[config.mk]
export PLATFORM = sky130hd
export DESIGN_NAME = mem_access
export DESIGN_NICKNAME = d
export VERILOG_FILES = /design/src/rtl/mem_access_pkg.sv /design/src/rtl/mem_load_align.sv /design/src/rtl/mem_access.sv
export SDC_FILE = /design/constraint.sdc
export NUM_CORES = 1
export LEC_CHECK = 0
export CAP_MARGIN = 20
export CORE_AREA = 2 2 110 91
export DETAILED_ROUTE_END_ITERATION = 8
export DIE_AREA = 0 0 112 93
export GPL_TIMING_DRIVEN = 0
export PLACE_DENSITY_LB_ADDON = 0.12
export SYNTH_ARGS = -nofsm -noshare
export SYNTH_HDL_FRONTEND = slang
export SYNTH_SLANG_ARGS = --single-unit
[constraint.sdc]
create_clock -name clk -period 3.85 [get_ports clk]
set_input_delay 1.155 -clock clk [delete_from_list [all_inputs] [get_ports clk]]
set_output_delay 1.155 -clock clk [all_outputs]
set_load 0.02 [all_outputs]
[src/rtl/mem_access_pkg.sv]
// Shared definitions for the MEM stage: memory op codes, FSM encoding,
// ZeroWord and small op-classification helpers.
package mem_access_pkg;

  localparam logic [2:0] MEMOP_NONE = 3'd0;
  localparam logic [2:0] MEMOP_LW   = 3'd1;
  localparam logic [2:0] MEMOP_LB   = 3'd2;
  localparam logic [2:0] MEMOP_LBU  = 3'd3;
  localparam logic [2:0] MEMOP_LH   = 3'd4;
  localparam logic [2:0] MEMOP_LHU  = 3'd5;
  localparam logic [2:0] MEMOP_SW   = 3'd6;
  localparam logic [2:0] MEMOP_SB   = 3'd7;

  localparam logic [31:0] ZeroWord = 32'h0000_0000;

  // One-hot-free lane table: byte i of this word is (1 << i).
  // Selecting a byte lane from it yields the SB byte enable.
  localparam logic [31:0] BE_LANE_TBL = 32'h0804_0201;

  typedef enum logic [1:0] {
    ST_IDLE = 2'd0,
    ST_WAIT = 2'd1,
    ST_DONE = 2'd2
  } mem_state_e;

  function automatic logic op_is_load(
    input logic [2:0] op
  );
    return (op == MEMOP_LW)  || (op == MEMOP_LB) ||
           (op == MEMOP_LBU) || (op == MEMOP_LH) ||
           (op == MEMOP_LHU);
  endfunction

  function automatic logic op_is_store(
    input logic [2:0] op
  );
    return (op == MEMOP_SW) || (op == MEMOP_SB);
  endfunction

  function automatic logic op_misaligned(
    input logic [2:0] op,
    input logic [1:0] lo
  );
    logic r;
    r = 1'b0;
    unique case (1'b1)
      (op == MEMOP_LW),
      (op == MEMOP_SW):  r = (lo != 2'b00);
      (op == MEMOP_LH),
      (op == MEMOP_LHU): r = lo[0];
      default:           r = 1'b0;
    endcase
    return r;
  endfunction

endpackage

[src/rtl/mem_load_align.sv]
// Lane select plus sign/zero extend for loads; also used as a
// byte-lane lookup for store byte enables.
// Ports: i_rdata word in, i_addr byte offset, i_memop op, o_data result.
module mem_load_align
  import mem_access_pkg::*;
(
  input  logic [31:0] i_rdata,
  input  logic [1:0]  i_addr,
  input  logic [2:0]  i_memop,
  output logic [31:0] o_data
);

  logic [7:0]  w_byte;
  logic [15:0] w_half;

  always_comb begin
    w_byte = 8'h00;
    unique case (i_addr)
      2'd0: w_byte = i_rdata[7:0];
      2'd1: w_byte = i_rdata[15:8];
      2'd2: w_byte = i_rdata[23:16];
      2'd3: w_byte = i_rdata[31:24];
      default: w_byte = 8'h00;
    endcase
  end

  always_comb begin
    w_half = 16'h0000;
    w_half = i_addr[1] ? i_rdata[31:16]
                       : i_rdata[15:0];
  end

  always_comb begin
    o_data = i_rdata;
    unique case (1'b1)
      (i_memop == MEMOP_LB):
        o_data = {{24{w_byte[7]}}, w_byte};
      (i_memop == MEMOP_LBU):
        o_data = {24'h000000, w_byte};
      (i_memop == MEMOP_LH):
        o_data = {{16{w_half[15]}}, w_half};
      (i_memop == MEMOP_LHU):
        o_data = {16'h0000, w_half};
      default:
        o_data = i_rdata;
    endcase
  end

endmodule

[src/rtl/mem_access.sv]
// MEM stage: runs the EX/MEM load/store over a req/ack bus, aligns
// load data and stalls the pipe until the access completes.
// Ports: clk/rst (sync, active-low); result_i, MemData_i, MemOp_i,
//   WriteRegDst_i, RegWirte_i from EX/MEM; bus_* req/ack data bus;
//   wb_data_o, WriteRegDst_o, RegWirte_o to MEM/WB; stall_req_o,
//   mem_err_o status.
// Build option: define MEM_TIMEOUT_EN to abort WAIT after
//   TIMEOUT_CYCLES cycles without ack.
module mem_access
  import mem_access_pkg::*;
#(
  parameter int unsigned TIMEOUT_CYCLES = 64
) (
  input  logic        clk,
  input  logic        rst,
  input  logic [31:0] result_i,
  input  logic [31:0] MemData_i,
  input  logic [2:0]  MemOp_i,
  input  logic [4:0]  WriteRegDst_i,
  input  logic        RegWirte_i,
  output logic        bus_req_o,
  output logic        bus_we_o,
  output logic [31:0] bus_addr_o,
  output logic [3:0]  bus_be_o,
  output logic [31:0] bus_wdata_o,
  input  logic [31:0] bus_rdata_i,
  input  logic        bus_ack_i,
  output logic [31:0] wb_data_o,
  output logic [4:0]  WriteRegDst_o,
  output logic        RegWirte_o,
  output logic        stall_req_o,
  output logic        mem_err_o
);

  mem_state_e r_state;
  mem_state_e w_next;

  logic [31:0] r_hold;
  logic        r_in_rst;
  logic        r_tmo_err;

  logic        w_mem;
  logic        w_load;
  logic        w_store;
  logic        w_misal;
  logic        w_issue;
  logic        w_req;
  logic        w_tmo_hit;
  logic [31:0] w_ld_data;
  logic [31:0] w_be_tbl;
  logic [3:0]  w_sb_be;
  logic [27:0] w_unused_be;

  assign w_mem   = (MemOp_i != MEMOP_NONE);
  assign w_load  = op_is_load(MemOp_i);
  assign w_store = op_is_store(MemOp_i);
  assign w_misal = op_misaligned(MemOp_i, result_i[1:0]);

  // r_in_rst remembers that rst was sampled low, so outputs read
  // as zero from the edge after reset until the edge after release.
  assign w_issue = !r_in_rst && (r_state == ST_IDLE) &&
                   w_mem && !w_misal;
  assign w_req   = w_issue || (r_state == ST_WAIT);

  mem_load_align u_ld_align (
    .i_rdata (bus_rdata_i),
    .i_addr  (result_i[1:0]),
    .i_memop (MemOp_i),
    .o_data  (w_ld_data)
  );

  // Byte-lane pick from the lane table gives 1 << addr[1:0].
  mem_load_align u_be_align (
    .i_rdata (BE_LANE_TBL),
    .i_addr  (result_i[1:0]),
    .i_memop (MEMOP_LBU),
    .o_data  (w_be_tbl)
  );

  assign {w_unused_be, w_sb_be} = w_be_tbl;

`ifdef MEM_TIMEOUT_EN
  localparam int unsigned CW = $clog2(TIMEOUT_CYCLES + 1);

  logic [CW-1:0] r_cnt;

  always_ff @(posedge clk) begin
    if (!rst) begin
      r_cnt <= '0;
    end else if (r_state == ST_WAIT && !bus_ack_i) begin
      r_cnt <= r_cnt + CW'(1);
    end else begin
      r_cnt <= '0;
    end
  end

  assign w_tmo_hit = (r_state == ST_WAIT) && !bus_ack_i &&
                     (r_cnt == CW'(TIMEOUT_CYCLES - 1));
`else
  logic w_unused_tmo;

  assign w_unused_tmo = (TIMEOUT_CYCLES != 0);
  assign w_tmo_hit    = 1'b0;
`endif

  always_ff @(posedge clk) begin
    r_in_rst <= !rst;
  end

  always_ff @(posedge clk) begin
    if (!rst) begin
      r_state <= ST_IDLE;
    end else begin
      r_state <= w_next;
    end
  end

  always_ff @(posedge clk) begin
    if (!rst) begin
      r_hold    <= ZeroWord;
      r_tmo_err <= 1'b0;
    end else begin
      r_tmo_err <= w_tmo_hit;
      if (w_req && bus_ack_i) begin
        r_hold <= w_ld_data;
      end else if (w_tmo_hit) begin
        r_hold <= ZeroWord;
      end
    end
  end

  always_comb begin
    w_next = r_state;
    unique case (r_state)
      ST_IDLE: begin
        if (w_issue) begin
          w_next = bus_ack_i ? ST_DONE : ST_WAIT;
        end
      end
      ST_WAIT: begin
        if (bus_ack_i || w_tmo_hit) begin
          w_next = ST_DONE;
        end
      end
      ST_DONE: w_next = ST_IDLE;
      default: w_next = ST_IDLE;
    endcase
  end

  always_comb begin
    bus_req_o     = 1'b0;
    bus_we_o      = 1'b0;
    bus_addr_o    = ZeroWord;
    bus_be_o      = 4'b0000;
    bus_wdata_o   = ZeroWord;
    wb_data_o     = ZeroWord;
    WriteRegDst_o = 5'd0;
    RegWirte_o    = 1'b0;
    stall_req_o   = 1'b0;
    mem_err_o     = 1'b0;
    if (!r_in_rst) begin
      WriteRegDst_o = WriteRegDst_i;
      RegWirte_o    = RegWirte_i;
      wb_data_o     = w_load ? r_hold : result_i;
      unique case (r_state)
        ST_IDLE: begin
          if (w_mem && w_misal) begin
            mem_err_o  = 1'b1;
            RegWirte_o = 1'b0;
          end else if (w_mem) begin
            bus_req_o   = 1'b1;
            stall_req_o = 1'b1;
          end
        end
        ST_WAIT: begin
          bus_req_o   = 1'b1;
          stall_req_o = 1'b1;
        end
        ST_DONE: begin
          if (r_tmo_err) begin
            mem_err_o  = 1'b1;
            RegWirte_o = 1'b0;
          end
        end
        default: begin
          bus_req_o = 1'b0;
        end
      endcase
      if (w_req) begin
        bus_we_o   = w_store;
        bus_addr_o = {result_i[31:2], 2'b00};
        bus_be_o   = (MemOp_i == MEMOP_SB) ? w_sb_be
                                           : 4'b1111;
        if (MemOp_i == MEMOP_SB) begin
          bus_wdata_o = {4{MemData_i[7:0]}};
        end else if (MemOp_i == MEMOP_SW) begin
          bus_wdata_o = MemData_i;
        end
      end
    end
  end

endmodule

==> run summary, run 1 <==
Worst Setup Path Type = in2out
Worst Tran Pin Value = 0.676 ns
Yosys Warn Count = 0
Number of vias per cell = 5.59
Kind of end point of the critical path = primary output
Iteration-0 DRC count of the detailed router = 408
GRT Residual Overflow = 0
Setup crit start kind = primary input
Number of endpoints with negative hold slack in the final report = 0
Clock insertion delay at the later pin of the skew report = 0.28 ns
Final weighted congestion in routability-driven placement = 0.901
Gate Count Post-Synth = 451
Count of filler cells inserted in the layout = 879
Total via count after detailed routing = 4553
Delay of the slowest cell on the worst path = 0.33 ns
Post-DP HPWL = 11300 µm
Leak Pwr = 2.51 nW
Top fanout value on the critical path = 7
Layout Utilization = 0.622
Routing usage on met1 = 0.362
Post-synth top area share = 0.208
Chain of cells forming the critical path = clkdlybuf4s15_2, buf_6, a21bo_4, a21oi_2, o31a_2, buf_4, clkbuf_8, and2_1, buf_2
Outcome = finished, final reports clean
Post-route clock skew = 0.00375 ns
Timing-limited maximum frequency = 261 MHz
Starting density of the core = 0.359
Number of maximum-capacitance violations = 0
Count leader, synth = sky130_fd_sc_hd__nand2_1
Slack of the worst reg-to-reg path = 1.85 ns
Delay-heaviest family, CP = buffers and inverters
CTS tree = yes
Hold-fix buffers at CTS = 0
Number of buffers on the longest clock path = 2
Crit share post-route = 0.996
Grt met2 use = 0.459
Post-Synthesis Mean Instance Area = 7.47 µm²
Count of flip-flops with a built-in enable after synthesis = 0
Setup repair after global routing missed its margin = true
Worst hold margin = 0.483 ns
Fin nets = 801
Maximum VDD drop = 0.192 mV
Met3 usage = 0.0687
IO Count = 218
Endpoints failing setup = 0
Endpoint arrival time on the critical path = 2.68 ns
Worst r2r dst = r_hold[2]
Number of buffers created by CTS = 5
Total placed instance area = 0.00564 mm²
Final Routed Wirelength = 15000 µm
CTS H-tree lvls = 2
Sinks on the clock net = 35
HP Start = r_hold[7]
Die ar. = 0.0104 mm²
Global-route wire length before repair = 23000 µm
Synthesized area = 0.00337 mm²
R2R cell count = 5
Most used standard cells in the synthesized netlist = sky130_fd_sc_hd__nand2_1 (88), sky130_fd_sc_hd__a21oi_1 (54), sky130_fd_sc_hd__and2_1 (39)
Critical register-to-register path startpoint = r_in_rst
Die Ht = 93 µm
Maximum number of pins on one net before global-route repair = 12
Master of the slowest instance on the critical path = sky130_fd_sc_hd__o31a_2
Routed length per placed instance = 18.4 µm
Number of buffers added on ports = 212
Site Rows = 32
Number of antenna violations at the first check in global routing = 1
Number of storage elements in the synthesis netlist = 35
Busiest layer in global routing = met2
Hold WC Path Type = reg2reg
Hold Path Depth = 2
Antenna Violating Nets Remaining = 0
Buf+Inv Stages, Crit Path = 5
Max-Slew Margin vs Limit = 0.550
Global routing usage summed across all routing layers = 0.274
Ratio of total power to cell area = 257 mW/mm²
Number of global-route vias before repair = 4364
Residual DRC count = 0
WHS Endpoint = r_hold[7]
Detailed-routing iteration count for the pre-antenna-repair pass = 5
Cell type contributing the most total cell area after synthesis = sky130_fd_sc_hd__dfxtp_1
Clock transition at the registers of the reported paths = 0.06 ns
Final critical delay including setup and external delays = 3.83 ns
Share of the yosys chip area belonging to registers = 0.208
Share of post-route cells with drive strength above 1 = 0.329
Max-slew violation count = 0
Core ar. = 0.00937 mm²
Share of async-settable or async-resettable flops after synthesis = 0
Library cell used as clock root buffer = sky130_fd_sc_hd__clkbuf_16
Synthesis-to-finish area growth = 72.9%
Number of distinct library cell variants in the gate-level netlist after synthesis = 48
Post-route cell area = 0.00582 mm²
Worst Path Required = 2.69 ns
Width of the die = 112 µm
Cell types with the largest area share after synthesis = sky130_fd_sc_hd__dfxtp_1 (21%), sky130_fd_sc_hd__nand2_1 (9.8%), sky130_fd_sc_hd__a21oi_1 (8.0%)
Top_reg_cell synth = sky130_fd_sc_hd__dfxtp_1
==> layout by cell type (no fill, tap or decap), types with 6 or more instances in the layout <==
cell type / count
sky130_fd_sc_hd__a31oi_1: 13
sky130_fd_sc_hd__buf_2: 76
sky130_fd_sc_hd__a22oi_1: 6
sky130_fd_sc_hd__a311oi_1: 9
sky130_fd_sc_hd__buf_4: 36
sky130_fd_sc_hd__and2_1: 35
sky130_fd_sc_hd__clkdlybuf4s50_1: 106
sky130_fd_sc_hd__a21oi_1: 51
sky130_fd_sc_hd__buf_6: 25
sky130_fd_sc_hd__nor2b_1: 10
sky130_fd_sc_hd__clkbuf_16: 6
sky130_fd_sc_hd__nand2_1: 88
sky130_fd_sc_hd__clkbuf_8: 7
sky130_fd_sc_hd__dfxtp_1: 35
sky130_fd_sc_hd__mux2_2: 7
sky130_fd_sc_hd__a311oi_2: 8
sky130_fd_sc_hd__clkbuf_1: 18
sky130_fd_sc_hd__nor3_1: 18
sky130_fd_sc_hd__nand3_1: 10
sky130_fd_sc_hd__nand2b_1: 13
sky130_fd_sc_hd__o221a_2: 24
sky130_fd_sc_hd__o31ai_1: 14
==> metrics by stage <==
step	setup WS [ns]	power [mW]	setup TNS, ns	instances
after floorplan	0.112	0.753	0	452
after detailed placement	-1.31	1.07	-106.16	783
after global placement	-1.26	1.06	-104.85	783
after CTS	0.00197	1.47	0	810
after global routing	-0.0467	1.56	-0.942	813
final	0.0164	1.50	0	814
==> logic make-up after synthesis <==
family / count (synthesis) / share of synthesized area
buffers and inverters: 60 / 0.0914
multiplexers: 16 / 0.0784
flip-flops: 35 / 0.208
other: 1 / 0.00111
AO/OA/AOI/OAI: 148 / 0.345
AND/OR/NAND/NOR: 191 / 0.276
==> flip-flops by register name, indices dropped and copies added (netlist names) <==
signal / cells
r_state: 2
r_hold: 32
r_in_rst: 1
==> power breakdown <==
part / internal [mW] / leakage, nW / total (mW) / switching, mW
combinational: 0.331 / 2.15 / 0.679 / 0.349
clock: 0.239 / 0.0669 / 0.401 / 0.162
sequential: 0.394 / 0.288 / 0.415 / 0.0204
==> worst reg2reg max path, stage by stage, from the launching register on <==
cell and delay [ns]:
sky130_fd_sc_hd__dfxtp_1 0.30, sky130_fd_sc_hd__clkbuf_1 0.21, sky130_fd_sc_hd__o41ai_2 0.68, sky130_fd_sc_hd__clkbuf_1 0.43, sky130_fd_sc_hd__o31ai_1 0.12, sky130_fd_sc_hd__a31oi_1 0.19
==> final cells by class <==
| type | instances | area, µm² | share of cell area |
|---|---|---|---|
| Multi-Input combinational cell | 357 | 2430 | 0.418 |
| Timing Repair Buffer | 234 | 1950 | 0.335 |
| Sequential cell | 35 | 701 | 0.120 |
| Buffer | 56 | 427 | 0.0733 |
| Tap cell | 119 | 149 | 0.0256 |
| Clock buffer | 6 | 129 | 0.0221 |
| Inverter | 4 | 15.0 | 0.00258 |
| Clock inverter | 2 | 12.5 | 0.00215 |
| Antenna cell | 1 | 2.50 | 0.000430 |
==> per-layer routing <==
layer	routed length, µm	up-vias
li1	-	2149
met1	6230	2104
met2	7030	265
met3	1440	35
met4	289	0
met5	0	-
==> how the worst max path moves through the flow <==
stage,slack (ns),start,depth (start not counted),end
2_1_floorplan,0.11,MemOp_i[2],6,bus_addr_o[25]
3_3_place_gp,-1.26,MemOp_i[2],8,bus_be_o[2]
3_5_place_dp,-1.31,MemOp_i[2],8,bus_be_o[0]
4_1_cts,0.002,MemOp_i[1],8,wb_data_o[10]
5_1_grt,-0.05,MemOp_i[2],8,bus_wdata_o[15]
6_report,0.02,MemOp_i[2],9,bus_addr_o[29]
==> what timing repair did <==
action / CTS / global route
pin swaps: 3 / 4
buffers inserted: 16 / 3
gates cloned: 3 / 0
gates resized for setup: 456 / 58
endpoints found under the setup margin: 103 / 97
Note: power is estimated with default switching activity, not from simulation.
==> run 2, diff against run 1 <==
==> constraint.sdc (replaced) <==
create_clock -name clk -period 3.85 [get_ports clk]
set_input_delay 1.155 -clock clk [delete_from_list [all_inputs] [get_ports clk]]
set_output_delay 1.155 -clock clk [all_outputs]
set_load 0.01 [all_outputs]
==> run summary, run 2 (synthesized netlist as in run 1, its figures left out) <==
Residual DRC count = 0
Endpoint arrival time on the critical path = 2.65 ns
Master of the slowest instance on the critical path = sky130_fd_sc_hd__o31a_2
Buf+Inv Stages, Crit Path = 5
Final worst-path setup slack = 0.0403 ns
Final Routed Wirelength = 15200 µm
Die Ht = 93 µm
Number of vias per cell = 5.59
Worst Path Required = 2.69 ns
Max-slew violation count = 0
Setup crit start kind = primary input
Die ar. = 0.0104 mm²
Ratio of total power to cell area = 241 mW/mm²
Maximum VDD drop = 0.187 mV
Delay-heaviest family, CP = buffers and inverters
IO Count = 218
Total via count after detailed routing = 4567
Top fanout value on the critical path = 8
Total placed instance area = 0.00564 mm²
Post-route cell area = 0.00595 mm²
Outcome = finished, final reports clean
Final critical delay including setup and external delays = 3.81 ns
Global-route wire length before repair = 23600 µm
Max-Slew Margin vs Limit = 0.540
Clock insertion delay at the later pin of the skew report = 0.28 ns
Worst Tran Pin Value = 0.690 ns
Number of global-route vias before repair = 4457
Number of buffers added on ports = 212
Number of maximum-capacitance violations = 0
GRT Residual Overflow = 0
Number of buffers created by CTS = 5
Hold-fix buffers at CTS = 0
Worst hold margin = 0.489 ns
Critical register-to-register path startpoint = r_in_rst
Site Rows = 32
Fin nets = 804
Iteration-0 DRC count of the detailed router = 456
Number of buffers on the longest clock path = 2
Global routing usage summed across all routing layers = 0.281
Kind of end point of the critical path = primary output
Width of the die = 112 µm
Delay of the slowest cell on the worst path = 0.33 ns
CTS H-tree lvls = 2
Synthesis-to-finish area growth = 76.6%
Register with the most flip-flops = r_hold
Library cell used as clock root buffer = sky130_fd_sc_hd__clkbuf_16
Sinks on the clock net = 35
Worst Setup Path Type = in2out
Chain of cells forming the critical path = buf_6, buf_8, a21bo_4, a21oi_4, o31a_2, buf_12, clkbuf_4, and2_1, clkdlybuf4s15_1
Number of endpoints with negative hold slack in the final report = 0
Core ar. = 0.00937 mm²
Maximum number of pins on one net before global-route repair = 12
Starting density of the core = 0.359
Pre-CTS worst setup slack = -1.24 ns
Clock transition at the registers of the reported paths = 0.06 ns
CTS tree = yes
Post-route clock skew = 0.00508 ns
Commonest non-fill, non-tap cells in the layout = sky130_fd_sc_hd__clkdlybuf4s50_1 (106), sky130_fd_sc_hd__nand2_1 (88), sky130_fd_sc_hd__a21oi_1 (51), sky130_fd_sc_hd__buf_2 (41), sky130_fd_sc_hd__dlygate4sd2_1 (39)
Top flop regs = r_hold (32), r_state (2), r_in_rst (1)
Detailed-routing iteration count for the pre-antenna-repair pass = 5
Final weighted congestion in routability-driven placement = 0.901
Crit share post-route = 0.990
Most common library cell in the layout ignoring fill and taps = sky130_fd_sc_hd__clkdlybuf4s50_1
Hold WC Path Type = reg2reg
Antenna Violating Nets Remaining = 0
Number of antenna violations at the first check in global routing = 1
Endpoints failing setup = 0
Largest register FFs = 32
Total power = 1.43 mW
HP Start = r_hold[7]
CP startpoint = MemOp_i[2]
Share of post-route cells with drive strength above 1 = 0.238
Routed length per placed instance = 18.6 µm
Timing-limited maximum frequency = 262 MHz
Leak Pwr = 2.56 nW
Post-DP HPWL = 11300 µm
run 2: layer usage:
layer  GRT usage  routed length, µm  vias to the layer above
li1            -                  -                     2154
met1       0.372               6310                     2142
met2       0.471               7240                      246
met3      0.0661               1430                       25
met4      0.0630                200                        0
met5           0                  0                        -
run 2: final timing paths:
check,end,slack (ns),cells after the start
max reg2reg,r_hold[2],1.87,5
max,bus_addr_o[13],0.04,9
min,r_hold[7],0.49,2
min reg2reg,r_hold[7],0.49,2
run 2: stage by stage:
step / utilization / cells / TNS (ns)
final: 0.635 / 817 / 0
after global routing: 0.634 / 816 / -0.00184
after CTS: 0.637 / 817 / -0.0512
after detailed placement: 0.602 / 783 / -99.33
after global placement: 0.602 / 783 / -98.01
after floorplan: - / 452 / 0
run 2: cell type report:
cell class / instances / area [µm²]
antenna: 1 / 2.50
fill: 856 / 3420
clock inverter: 2 / 12.5
timing repair buffer: 237 / 2100
clock buffer: 6 / 129
tap: 119 / 149
inverter: 4 / 20.0
multi-input combinational: 357 / 2430
buffer: 56 / 399
sequential: 35 / 701
run 2: repair_timing:
action	in CTS	in global routing
buffers inserted	23	0
cloned	3	0
gates resized for setup	296	15
pin swaps	5	4
setup endpoints to repair	103	88
run 2: power by group:
part / switching [mW] / internal [mW] / total [mW]
logic: 0.301 / 0.324 / 0.624
registers: 0.0205 / 0.394 / 0.415
clock network: 0.157 / 0.239 / 0.396
run 2: tightest hold or removal path, cell delays in order, from the launching register on:
cell	delay, ns
sky130_fd_sc_hd__dfxtp_1	0.31
sky130_fd_sc_hd__nand2_1	0.06
sky130_fd_sc_hd__o22ai_1	0.07
